### config.mk
export PLATFORM = sky130hd
export DESIGN_NAME = adc_scan_uart_tx_flat
export DESIGN_NICKNAME = d
export VERILOG_FILES = /design/src/rtl/adc_scan_uart_tx_if.sv /design/src/rtl/adc_scan_uart_tx.sv /design/src/flat_wrapper.sv
export SDC_FILE = /design/constraint.sdc
export NUM_CORES = 1
export LEC_CHECK = 0
export BUFFER_PORTS_ARGS = -buffer_cell sky130_fd_sc_hd__buf_2
export CAP_MARGIN = 20
export CORE_MARGIN = 1
export CORE_UTILIZATION = 58
export CTS_CLUSTER_SIZE = 14
export DETAILED_ROUTE_END_ITERATION = 10
export PLACE_DENSITY = 0.8
export REMOVE_ABC_BUFFERS = 1
export SLEW_MARGIN = 25
export SYNTH_ARGS = -nofsm -noshare
export SYNTH_HDL_FRONTEND = slang
export SYNTH_SLANG_ARGS = --single-unit
### constraint.sdc
create_clock -name clock -period 2.8 [get_ports clock]
set_input_delay 0.84 -clock clock [delete_from_list [all_inputs] [get_ports clock]]
set_output_delay 0.84 -clock clock [all_outputs]
set_load 0.005 [all_outputs]
### src/rtl/adc_scan_uart_tx_if.sv
// adc_scan_uart_tx_if
// Bundles every non-clock signal of the ADC scan sequencer / serial transmitter.
//   master : the sequencer side (drives soc, load_dato, mux_en, canale,
//            data_out, error, busy and the two FSM debug buses)
//   slave  : the ADC / line-receiver side (drives eoc, data_in, dsr)
// Handshakes:
//   - soc is a one-cycle request. The ADC answers with eoc=1 while data_in is
//     valid. The sample is taken on the first rising edge that sees eoc=1.
//   - dsr is a level "receiver ready". It is sampled once, on the cycle a
//     frame would start. It is not re-checked while the frame is shifting.
// Debug: scan_state / tx_state mirror the two FSM state registers.
interface adc_scan_uart_tx_if #(
    parameter int CH_W   = 4,
    parameter int DATA_W = 8
);
    logic              eoc;
    logic [DATA_W-1:0] data_in;
    logic              dsr;
    logic              soc;
    logic              load_dato;
    logic              mux_en;
    logic [CH_W-1:0]   canale;
    logic              data_out;
    logic              error;
    logic              busy;
    logic [2:0]        scan_state;
    logic [1:0]        tx_state;

    modport master (
        input  eoc, data_in, dsr,
        output soc, load_dato, mux_en, canale, data_out, error, busy,
               scan_state, tx_state
    );

    modport slave (
        output eoc, data_in, dsr,
        input  soc, load_dato, mux_en, canale, data_out, error, busy,
               scan_state, tx_state
    );
endinterface

### src/rtl/adc_scan_uart_tx.sv
// adc_scan_uart_tx
// Scans an external analog mux over NUM_CH channels. For each channel it
// starts one ADC conversion and then sends the captured sample as an
// asynchronous serial frame, MSB first:
//   start bit (0), data bits, optional even parity, stop bit (1).
// Each bit lasts BIT_TICKS clocks.
// Ports:
//   clock   : system clock; all logic runs on its rising edge
//   reset_n : synchronous active-low reset
//   bus     : adc_scan_uart_tx_if.master
//             eoc/data_in/dsr in; soc/load_dato/mux_en/canale/data_out/
//             error/busy out; scan_state/tx_state are debug outputs
module adc_scan_uart_tx #(
    parameter int NUM_CH      = 8,
    parameter int CH_W        = 4,
    parameter int DATA_W      = 8,
    parameter int BIT_TICKS   = 105,
    parameter int PARITY_EN   = 0,
    parameter int EOC_TIMEOUT = 255
) (
    input  logic                 clock,
    input  logic                 reset_n,
    adc_scan_uart_tx_if.master   bus
);
    localparam int NB     = DATA_W + 2 + PARITY_EN;  // bits per frame
    localparam int TICK_W = $clog2(BIT_TICKS);
    localparam int BIT_W  = $clog2(NB);
    localparam int TO_W   = $clog2(EOC_TIMEOUT + 1);

    localparam logic [2:0] S_IDLE   = 3'd0;
    localparam logic [2:0] S_SETTLE = 3'd1;
    localparam logic [2:0] S_SOC    = 3'd2;
    localparam logic [2:0] S_WAIT   = 3'd3;
    localparam logic [2:0] S_TX     = 3'd4;
    localparam logic [2:0] S_NEXT   = 3'd5;

    localparam logic [1:0] T_IDLE  = 2'd0;
    localparam logic [1:0] T_SHIFT = 2'd1;
    localparam logic [1:0] T_DONE  = 2'd2;

    logic [2:0]        scan_state_q, scan_state_d;
    logic [1:0]        tx_state_q, tx_state_d;
    logic [CH_W-1:0]   canale_q, canale_d;
    logic              soc_q, soc_d;
    logic              load_dato_q, load_dato_d;
    logic              mux_en_q, mux_en_d;
    logic [TO_W-1:0]   to_cnt_q, to_cnt_d;
    logic [DATA_W-1:0] sample_q, sample_d;
    logic [NB-1:0]     shreg_q, shreg_d;
    logic [TICK_W-1:0] tick_q, tick_d;
    logic [BIT_W-1:0]  bit_q, bit_d;
    logic              data_out_q, data_out_d;
    logic              busy_q, busy_d;
    logic              error_q, error_d;
    logic [NB-1:0]     frame;
    logic              tx_done;

    // Complete frame image, shifted out from the top bit downwards.
    if (PARITY_EN != 0) begin : g_par
        assign frame = {1'b0, sample_q, ^sample_q, 1'b1};
    end else begin : g_nopar
        assign frame = {1'b0, sample_q, 1'b1};
    end

    assign tx_done = (tx_state_q == T_DONE);

    always_comb begin
        scan_state_d = scan_state_q;
        tx_state_d   = tx_state_q;
        canale_d     = canale_q;
        soc_d        = 1'b0;
        load_dato_d  = 1'b0;
        mux_en_d     = mux_en_q;
        to_cnt_d     = to_cnt_q;
        sample_d     = sample_q;
        shreg_d      = shreg_q;
        tick_d       = tick_q;
        bit_d        = bit_q;
        data_out_d   = data_out_q;
        busy_d       = busy_q;
        error_d      = error_q;

        // Scan sequencer. Strobes are registered, so each is set one state
        // ahead of the state in which it is seen.
        case (scan_state_q)
            S_IDLE: begin
                scan_state_d = S_SETTLE;
                mux_en_d     = 1'b1;
            end
            S_SETTLE: begin
                scan_state_d = S_SOC;
                soc_d        = 1'b1;
            end
            S_SOC: begin
                scan_state_d = S_WAIT;
                to_cnt_d     = '0;
            end
            S_WAIT: begin
                // The timeout count saturates at EOC_TIMEOUT.
                if (to_cnt_q != TO_W'(EOC_TIMEOUT)) begin
                    to_cnt_d = to_cnt_q + 1'b1;
                end
                if (bus.eoc) begin
                    load_dato_d  = 1'b1;
                    sample_d     = bus.data_in;
                    mux_en_d     = 1'b0;
                    scan_state_d = S_TX;
                end else if (to_cnt_d == TO_W'(EOC_TIMEOUT)) begin
                    error_d      = 1'b1;
                    mux_en_d     = 1'b0;
                    scan_state_d = S_NEXT;
                end
            end
            S_TX: begin
                if (tx_done) begin
                    scan_state_d = S_NEXT;
                end
            end
            S_NEXT: begin
                canale_d     = (canale_q == CH_W'(NUM_CH - 1)) ? '0 : canale_q + 1'b1;
                mux_en_d     = 1'b1;
                scan_state_d = S_SETTLE;
            end
            default: scan_state_d = S_IDLE;
        endcase

        // Transmitter. It starts on the cycle it first sees the scan FSM in
        // S_TX. At that moment the sample is already in sample_q.
        case (tx_state_q)
            T_IDLE: begin
                if (scan_state_q == S_TX) begin
                    if (bus.dsr) begin
                        error_d    = 1'b0;
                        busy_d     = 1'b1;
                        shreg_d    = frame;
                        data_out_d = frame[NB-1];
                        tick_d     = '0;
                        bit_d      = '0;
                        tx_state_d = T_SHIFT;
                    end else begin
                        // Receiver not ready: drop the frame and report it.
                        error_d    = 1'b1;
                        tx_state_d = T_DONE;
                    end
                end
            end
            T_SHIFT: begin
                if (tick_q == TICK_W'(BIT_TICKS - 1)) begin
                    tick_d = '0;
                    if (bit_q == BIT_W'(NB - 1)) begin
                        busy_d     = 1'b0;
                        data_out_d = 1'b1;
                        tx_state_d = T_DONE;
                    end else begin
                        bit_d      = bit_q + 1'b1;
                        shreg_d    = {shreg_q[NB-2:0], 1'b1};
                        data_out_d = shreg_q[NB-2];
                    end
                end else begin
                    tick_d = tick_q + 1'b1;
                end
            end
            T_DONE:  tx_state_d = T_IDLE;
            default: tx_state_d = T_IDLE;
        endcase
    end

    always_ff @(posedge clock) begin
        if (!reset_n) begin
            scan_state_q <= S_IDLE;
            tx_state_q   <= T_IDLE;
            canale_q     <= '0;
            soc_q        <= 1'b0;
            load_dato_q  <= 1'b0;
            mux_en_q     <= 1'b0;
            to_cnt_q     <= '0;
            sample_q     <= '0;
            shreg_q      <= '1;
            tick_q       <= '0;
            bit_q        <= '0;
            data_out_q   <= 1'b1;
            busy_q       <= 1'b0;
            error_q      <= 1'b0;
        end else begin
            scan_state_q <= scan_state_d;
            tx_state_q   <= tx_state_d;
            canale_q     <= canale_d;
            soc_q        <= soc_d;
            load_dato_q  <= load_dato_d;
            mux_en_q     <= mux_en_d;
            to_cnt_q     <= to_cnt_d;
            sample_q     <= sample_d;
            shreg_q      <= shreg_d;
            tick_q       <= tick_d;
            bit_q        <= bit_d;
            data_out_q   <= data_out_d;
            busy_q       <= busy_d;
            error_q      <= error_d;
        end
    end

    assign bus.soc        = soc_q;
    assign bus.load_dato  = load_dato_q;
    assign bus.mux_en     = mux_en_q;
    assign bus.canale     = canale_q;
    assign bus.data_out   = data_out_q;
    assign bus.error      = error_q;
    assign bus.busy       = busy_q;
    assign bus.scan_state = scan_state_q;
    assign bus.tx_state   = tx_state_q;
endmodule

### src/flat_wrapper.sv
// flat-port wrapper written by rule: the top's interface ports become plain ports
module adc_scan_uart_tx_flat 
#(
    parameter int NUM_CH      = 8,
    parameter int CH_W        = 4,
    parameter int DATA_W      = 8,
    parameter int BIT_TICKS   = 105,
    parameter int PARITY_EN   = 0,
    parameter int EOC_TIMEOUT = 255
)
  (clock, reset_n, bus_eoc, bus_data_in, bus_dsr, bus_soc, bus_load_dato, bus_mux_en, bus_canale, bus_data_out, bus_error, bus_busy, bus_scan_state, bus_tx_state);
  adc_scan_uart_tx_if #(.CH_W(CH_W), .DATA_W(DATA_W)) bus_i ();
  input  logic clock;
  input  logic reset_n;
  input wire logic [$bits(bus_i.eoc)-1:0] bus_eoc;
  input wire logic [$bits(bus_i.data_in)-1:0] bus_data_in;
  input wire logic [$bits(bus_i.dsr)-1:0] bus_dsr;
  output wire logic [$bits(bus_i.soc)-1:0] bus_soc;
  output wire logic [$bits(bus_i.load_dato)-1:0] bus_load_dato;
  output wire logic [$bits(bus_i.mux_en)-1:0] bus_mux_en;
  output wire logic [$bits(bus_i.canale)-1:0] bus_canale;
  output wire logic [$bits(bus_i.data_out)-1:0] bus_data_out;
  output wire logic [$bits(bus_i.error)-1:0] bus_error;
  output wire logic [$bits(bus_i.busy)-1:0] bus_busy;
  output wire logic [$bits(bus_i.scan_state)-1:0] bus_scan_state;
  output wire logic [$bits(bus_i.tx_state)-1:0] bus_tx_state;
  assign bus_i.eoc = bus_eoc;
  assign bus_i.data_in = bus_data_in;
  assign bus_i.dsr = bus_dsr;
  assign bus_soc = bus_i.soc;
  assign bus_load_dato = bus_i.load_dato;
  assign bus_mux_en = bus_i.mux_en;
  assign bus_canale = bus_i.canale;
  assign bus_data_out = bus_i.data_out;
  assign bus_error = bus_i.error;
  assign bus_busy = bus_i.busy;
  assign bus_scan_state = bus_i.scan_state;
  assign bus_tx_state = bus_i.tx_state;
  adc_scan_uart_tx #(.NUM_CH(NUM_CH), .CH_W(CH_W), .DATA_W(DATA_W), .BIT_TICKS(BIT_TICKS), .PARITY_EN(PARITY_EN), .EOC_TIMEOUT(EOC_TIMEOUT)) u_core (.clock(clock), .reset_n(reset_n), .bus(bus_i));
endmodule
==> results of run 1 <==
[sequential cells by signal, indices dropped and copies added, names as in the netlist, 2 cells and up]
register	count
u_core.tick_q	7
u_core.sample_q	8
u_core.bus.tx_state	2
u_core.shreg_q	8
u_core.bit_q	4
u_core.bus.canale	4
u_core.to_cnt_q	8
u_core.bus.scan_state	3
[area by class of cell]
class	instances	area share
Tap cell	50	0.0226
Clock inverter	2	0.0217
Timing Repair Buffer	31	0.0604
Sequential cell	50	0.361
Clock buffer	6	0.0298
Multi-Input combinational cell	230	0.495
Inverter	7	0.00947
[per-stage QoR]
step | cells | total power, W | hold WS (ns) | utilization
detailed placement | 368 | 0.000859 | 0.461 | 0.644
finish | 376 | 0.00146 | 0.469 | 0.679
global placement | 368 | 0.000857 | 0.455 | 0.644
CTS | 376 | 0.00148 | 0.474 | 0.679
global route | 376 | 0.00152 | 0.506 | 0.679
floorplan | 287 | 0.000810 | 0.435 | -
[report_power, final]
| part | leakage [nW] | internal, W | total, W | switching (W) |
|---|---|---|---|---|
| Sequential | 0.405 | 0.000726 | 0.000741 | 0.0000153 |
| Clock | 0.0714 | 0.000381 | 0.000616 | 0.000235 |
| Combinational | 0.593 | 0.0000432 | 0.000101 | 0.0000581 |
| Total | 1.07 | 0.00115 | 0.00146 | 0.000308 |
[Yosys cell counts (all sizes together), types with 2 or more instances]
library cell  number
a21boi            13
a21oi             17
a22oi              2
a31oi              3
and2               5
and3               4
and4bb             2
buf                6
clkbuf            11
dfxtp             50
ha                 6
inv                7
nand2             44
nand2b             3
nand3             15
nand3b             4
nand4              7
nor2              37
nor2b              6
nor3               2
nor3b              5
o21ai             14
o221ai             2
o22ai              2
o311ai             8
o31a               2
or2b               3
or3                2
or4                2
xnor2              2
xor2               5
[routing by layer]
layer	vias to the layer above	share of wire	GRT usage
li1	1119	-	-
met1	1001	0.49	0.306
met2	62	0.44	0.403
met3	7	0.056	0.0550
met4	0	0.014	0.0807
met5	-	0	0
[worst max-delay path, delay by kind of cell (launching register included)]
kind / cells / cell delay, ns
flip-flops: 1 / 0.48
AO/OA/AOI/OAI: 1 / 0.14
AND/OR/NAND/NOR: 5 / 1.31
adder cells (fa/ha/maj): 1 / 0.38
[cells by family (layout without fill, tap and decap cells)]
group,Yosys count,in the layout,share of synthesized area
AO/OA/AOI/OAI,71,71,0.194
XOR/XNOR,7,7,0.0244
adder cells (fa/ha/maj),6,6,0.0298
buffers and inverters,24,46,0.0557
flip-flops,50,50,0.398
multiplexers,1,1,0.00448
AND/OR/NAND/NOR,145,145,0.294
[worst paths after layout]
| check | end | slack (ns) | startpoint | cells after the start |
|---|---|---|---|---|
| setup reg to reg | u_core.bus.error$_SDFF_PN0_ | 0.43 | u_core.to_cnt_q[0]$_SDFFE_PN0P_ | 7 |
| hold reg to reg | u_core.sample_q[3]$_SDFFE_PN0P_ | 0.47 | u_core.sample_q[3]$_SDFFE_PN0P_ | 2 |
| setup / recovery | u_core.bus.error$_SDFF_PN0_ | 0.43 | u_core.to_cnt_q[0]$_SDFFE_PN0P_ | 7 |
| hold / removal | u_core.sample_q[3]$_SDFFE_PN0P_ | 0.47 | u_core.sample_q[3]$_SDFFE_PN0P_ | 2 |
==> metrics.md, run 1 <==
| Metric | Value |
|---|---|
| Outcome | `finished clean` |
| DRT Wirelength | `about 5.0 mm` |
| Post-synth top area cell | `dfxtp_1` |
| CTS Hold Bufs | `0` |
| Number of hold violations in the final report | `0` |
| P per Cell Area | `526 nW/um^2` |
| Buffers on Ports | `26` |
| Post-DRT Antenna Nets | `0` |
| Most frequent cells in the layout | `dfxtp_1, nand2_1, nor2_1, buf_2, a21oi_1` |
| Share of post-route cells with drive strength above 1 | `0.156` |
| Syn Inst Count | `304` |
| Crit path kind | `reg -> reg` |
| Synth warn | `0` |
| ANT cells | `0` |
| Sequential cell area | `1000 um^2` |
| Max-slew violations | `0` |
| Root Buffer | `clkbuf_8` |
| Detailed Place HPWL | `about 3.4 mm` |
| Gpl congestion | `0.997` |
| Worst rel slew slack | `0.524` |
| GRT overflow | `0` |
| Reg clk slew, reported paths | `about 0.090 ns` |
| Max Cap Viol | `0` |
| Latest clock arrival within the worst-skew pair | `0.30 ns` |
| Post-Syn Area | `roughly 2500 um^2` |
| Die width | `just under 70 um` |
| Min-Delay Path Class | `reg -> reg` |
| CP endpoint kind | `flop` |
| Fillers | `350` |
| Max H-tree Level | `2` |
| Slowest cell delay on critical path | `0.51 ns` |
| Post-cts resize count | `0` |
| Largest net degree at the start of global routing | `28` |
| Clk_skew | `0.00533 ns` |
| DRC | `0` |
| CTS Buf Count | `5` |
| Total number of vias | `~2,200` |
| Longest Clk Path Bufs | `2` |
| Area after DPL | `about 2600 um^2` |
| Area of the multi-input gates | `about 1400 um^2` |
| Synth unique cells | `55` |
| Leading cell type in the layout, fill and taps excluded | `dfxtp_1` |
| Number of global-route vias before repair | `1,900` |
| FP Rows | `23` |
| Post-CTS setup buffer count | `0` |
| Placeable Area | `between 4000 and 5000 um^2` |
| Worst Path Arrival | `2.61 ns` |
| Main area contributors after synthesis | `dfxtp_1, nand2_1, nor2_1` |
| Fmax | `around 0.42 GHz` |
| VDD IR max | `0.000393 V` |
| Post-synth EDFFs | `0` |
| Synth async-reset ratio | `0` |
| Final net count | `343` |
| Leakage | `1.07 nW` |
| Syn-to-layout area delta | `10.3%` |
| First-pass GRT wire length | `between 8 and 9 mm` |
| CP Launch Type | `flop` |
| Initial Util | `0.615` |
| All-Layer GR Usage | `0.242` |
| Final min period | `between 2 and 2.5 ns` |
| Vias per cell | `5.82` |
| Initial antenna violation count | `0` |
| Clk sinks | `50` |
| Sequential fraction of the synthesis area | `0.398` |
| Period utilisation layout | `0.846` |
| CP required | `~3.0 ns` |
| Fin area | `about 2800 um^2` |
| Post-Syn Area per Cell | `8.27 um^2` |
| Setup TNS | `0 ns` |
| Starting DRT DRC Count | `114` |
| Top-area cell type share of the netlist area | `0.398` |
| CP max-delay cell | `or4_1` |
| Wire length per cell | `13.4 um` |
| Setup WS pre-CTS | `0.350 ns` |
| Worst path cell trace | `ha_1, nand2_1, or4_1, nand3_1, nand4_2, or3_1, a21oi_1` |
| Worst Slack Setup Final | `0.432 ns` |
| Peak fanout along the critical path | `9` |
| Final setup violation count | `0` |
| Actual slew at the worst max-slew pin | `0.712 ns` |
| Primary FF master, synth | `dfxtp_1` |
| IO Pins | `27` |
| CTS tree | `yes` |
| Flops & latches, synth | `50` |
| Die ar. | `4600 um^2` |
| Drt first pass iters | `4` |
| RSZ-0062 raised after global routing | `false` |
| Die Span Y | `67.9 um` |
No activity file was read; power rests on OpenSTA's default activity.
==> run 2, diff against run 1 <==
clock period = 2.44 ns   (was 2.8 ns; I/O delays follow)
==> run 2 against run 1 <==
  * Routed wire length about the same
  * Clock-buffer cell count unchanged
  * Critical path depth unchanged
  * Non-clock buffer count increased by 4
  * Sequential power increased by 14%
  * Total power decreased by 2.5%
  * Maximum frequency increased by 5.5%
  * Highest routed layer unchanged
  * Die area unchanged
  * Clock power decreased by 27%
  * Final area decreased by 1.2%
==> metrics.md, run 2 (synthesis results as in run 1) <==
| Metric | Value |
|---|---|
| Gpl congestion | `0.873 (-12%)` |
| Placeable Area | `4090 um^2 (unchanged)` |
| Hold_ws | `0.472 ns (+0.00374 ns)` |
| Max H-tree Level | `2 (unchanged)` |
| Starting DRT DRC Count | `138 (+21%)` |
| Crit path kind | `reg -> reg` |
| Latest clock arrival within the worst-skew pair | `0.30 ns (about the same)` |
| Biggest regs | `u_core.sample_q (8), u_core.shreg_q (8), u_core.to_cnt_q (8)` |
| CTS tree | `yes` |
| Clk sinks | `50 (unchanged)` |
| Outcome | `finished clean` |
| VDD IR max | `0.000348 V (-11%)` |
| Die width | `67.9 um (unchanged)` |
| P per Cell Area | `518 nW/um^2 (-1.4%)` |
| Final setup violation count | `0 (unchanged)` |
| Peak fanout along the critical path | `9 (unchanged)` |
| RSZ-0062 raised after global routing | `false` |
| Wire length per cell | `13.3 um (-0.89%)` |
| Actual slew at the worst max-slew pin | `0.717 ns (+0.00504 ns)` |
| IO Pins | `27 (unchanged)` |
| Most frequent cells in the layout | `dfxtp_1, nand2_1, nor2_1, buf_2, a21oi_1` |
| Root Buffer | `clkbuf_8` |
| CP endpoint kind | `flop` |
| Number of hold violations in the final report | `0 (unchanged)` |
| DRC | `0 (unchanged)` |
| All-Layer GR Usage | `0.244 (+0.00203)` |
| Worst rel slew slack | `0.521 (-0.00336)` |
| CP required | `2.67 ns (-0.37 ns)` |
| Leakage | `1.06 nW (-1.3%)` |
| Die ar. | `4600 um^2 (unchanged)` |
| Syn-to-layout area delta | `9.01%` |
| Post-cts resize count | `0 (unchanged)` |
| DRT Wirelength | `5.04 mm (about the same)` |
| Initial Util | `0.615 (unchanged)` |
| First-pass GRT wire length | `8.56 mm (+2.1%)` |
| Initial antenna violation count | `0 (unchanged)` |
| Reg clk slew, reported paths | `0.08 ns (about the same)` |
| Max-slew violations | `0 (unchanged)` |
| FP Rows | `23 (unchanged)` |
| Die Span Y | `67.9 um (unchanged)` |
| Max Cap Viol | `0 (unchanged)` |
| Detailed Place HPWL | `3.59 mm (+4.5%)` |
| Period utilisation layout | `0.920 (+0.0746)` |
| Final min period | `2.25 ns (-0.123 ns)` |
| Longest Clk Path Bufs | `2 (unchanged)` |
| Total number of vias | `2,221 (+1.5%)` |
| Fillers | `353 (+0.86%)` |
| Setup TNS | `0 ns (unchanged)` |
| Buffers on Ports | `26 (unchanged)` |
| Post-DRT Antenna Nets | `0 (unchanged)` |
| Largest net degree at the start of global routing | `24 (-14%)` |
| Vias per cell | `5.86 (+0.66%)` |
| CP Launch Type | `flop` |
| Leading cell type in the layout, fill and taps excluded | `dfxtp_1` |
| Share of post-route cells with drive strength above 1 | `0.161 (+0.00465)` |
| Min-Delay Path Class | `reg -> reg` |
| GRT overflow | `0 (unchanged)` |
| Fmax | `0.445 GHz (+5.5%)` |
| Worst Path Arrival | `2.48 ns (-0.13 ns)` |
| Clk_skew | `0.00869 ns (+0.00336 ns)` |
| Drt first pass iters | `4 (unchanged)` |
| CTS Buf Count | `5 (unchanged)` |
| Post-CTS setup buffer count | `0 (unchanged)` |
| ANT cells | `0 (unchanged)` |
| Final net count | `347 (+1.2%)` |
| CTS Hold Bufs | `0 (unchanged)` |
| Number of global-route vias before repair | `1,921 (+1.1%)` |
==> run 2: changes by cell type in the layout (fill, tap and decap cells not counted) <==
cell,delta
buf_4,+4
bufinv_16,-2
clkbuf_1,+1
clkbuf_8,-1
clkinvlp_4,+1
==> run 2: metal layers <==
layer  track usage  up-vias  routed length (um)
li1              -     1125                   -
met1         0.322     1021                2490
met2         0.407       70                2250
met3        0.0450        5                 240
met4        0.0625        0                  55
met5             0        -                   0
==> run 2: stage by stage <==
step	power, W	cell area (um^2)	utilization	std cells	worst slack (ns)
global route	0.00149	2740	0.671	379	0.0593
global placement	0.000987	2660	0.651	372	0.238
finish	0.00142	2740	0.671	379	0.194
floorplan	0.000930	2400	-	287	0.372
detailed placement	0.000990	2660	0.651	372	0.176
CTS	0.00144	2740	0.671	379	0.233
==> run 2: final timing paths <==
| kind | startpoint | depth (start not counted) | to | slack (ns) |
|---|---|---|---|---|
| worst max-delay path | u_core.to_cnt_q[0]$_SDFFE_PN0P_ | 7 | u_core.bus.error$_SDFF_PN0_ | 0.19 |
| worst min-delay path | u_core.sample_q[5]$_SDFFE_PN0P_ | 2 | u_core.sample_q[5]$_SDFFE_PN0P_ | 0.47 |
| worst max register to register | u_core.to_cnt_q[0]$_SDFFE_PN0P_ | 7 | u_core.bus.error$_SDFF_PN0_ | 0.19 |
| worst min register to register | u_core.sample_q[5]$_SDFFE_PN0P_ | 2 | u_core.sample_q[5]$_SDFFE_PN0P_ | 0.47 |
==> run 2: report_power, final <==
| part | switching, W | total [W] | internal, W |
|---|---|---|---|
| clock | 0.000253 | 0.000450 | 0.000197 |
| combinational | 0.0000714 | 0.000124 | 0.0000524 |
| sequential | 0.0000147 | 0.000848 | 0.000833 |
==> run 2: area by class of cell <==
type	count	area (um^2)	area share
Multi-Input combinational cell	230	1370	0.501
Sequential cell	50	1000	0.365
Timing Repair Buffer	35	198	0.0721
Clock buffer	6	72.6	0.0265
Tap cell	50	62.6	0.0228
Inverter	7	26.3	0.00958
Clock inverter	1	7.51	0.00274
==> run 2: critical path, cell delays in order (launching register included) <==
cell and delay (ns):
dfxtp_1 0.49, ha_1 0.26, nand2_1 0.16, or4_1 0.52, nand3_1 0.12, nand4_2 0.16, or3_1 0.34, a21oi_1 0.13
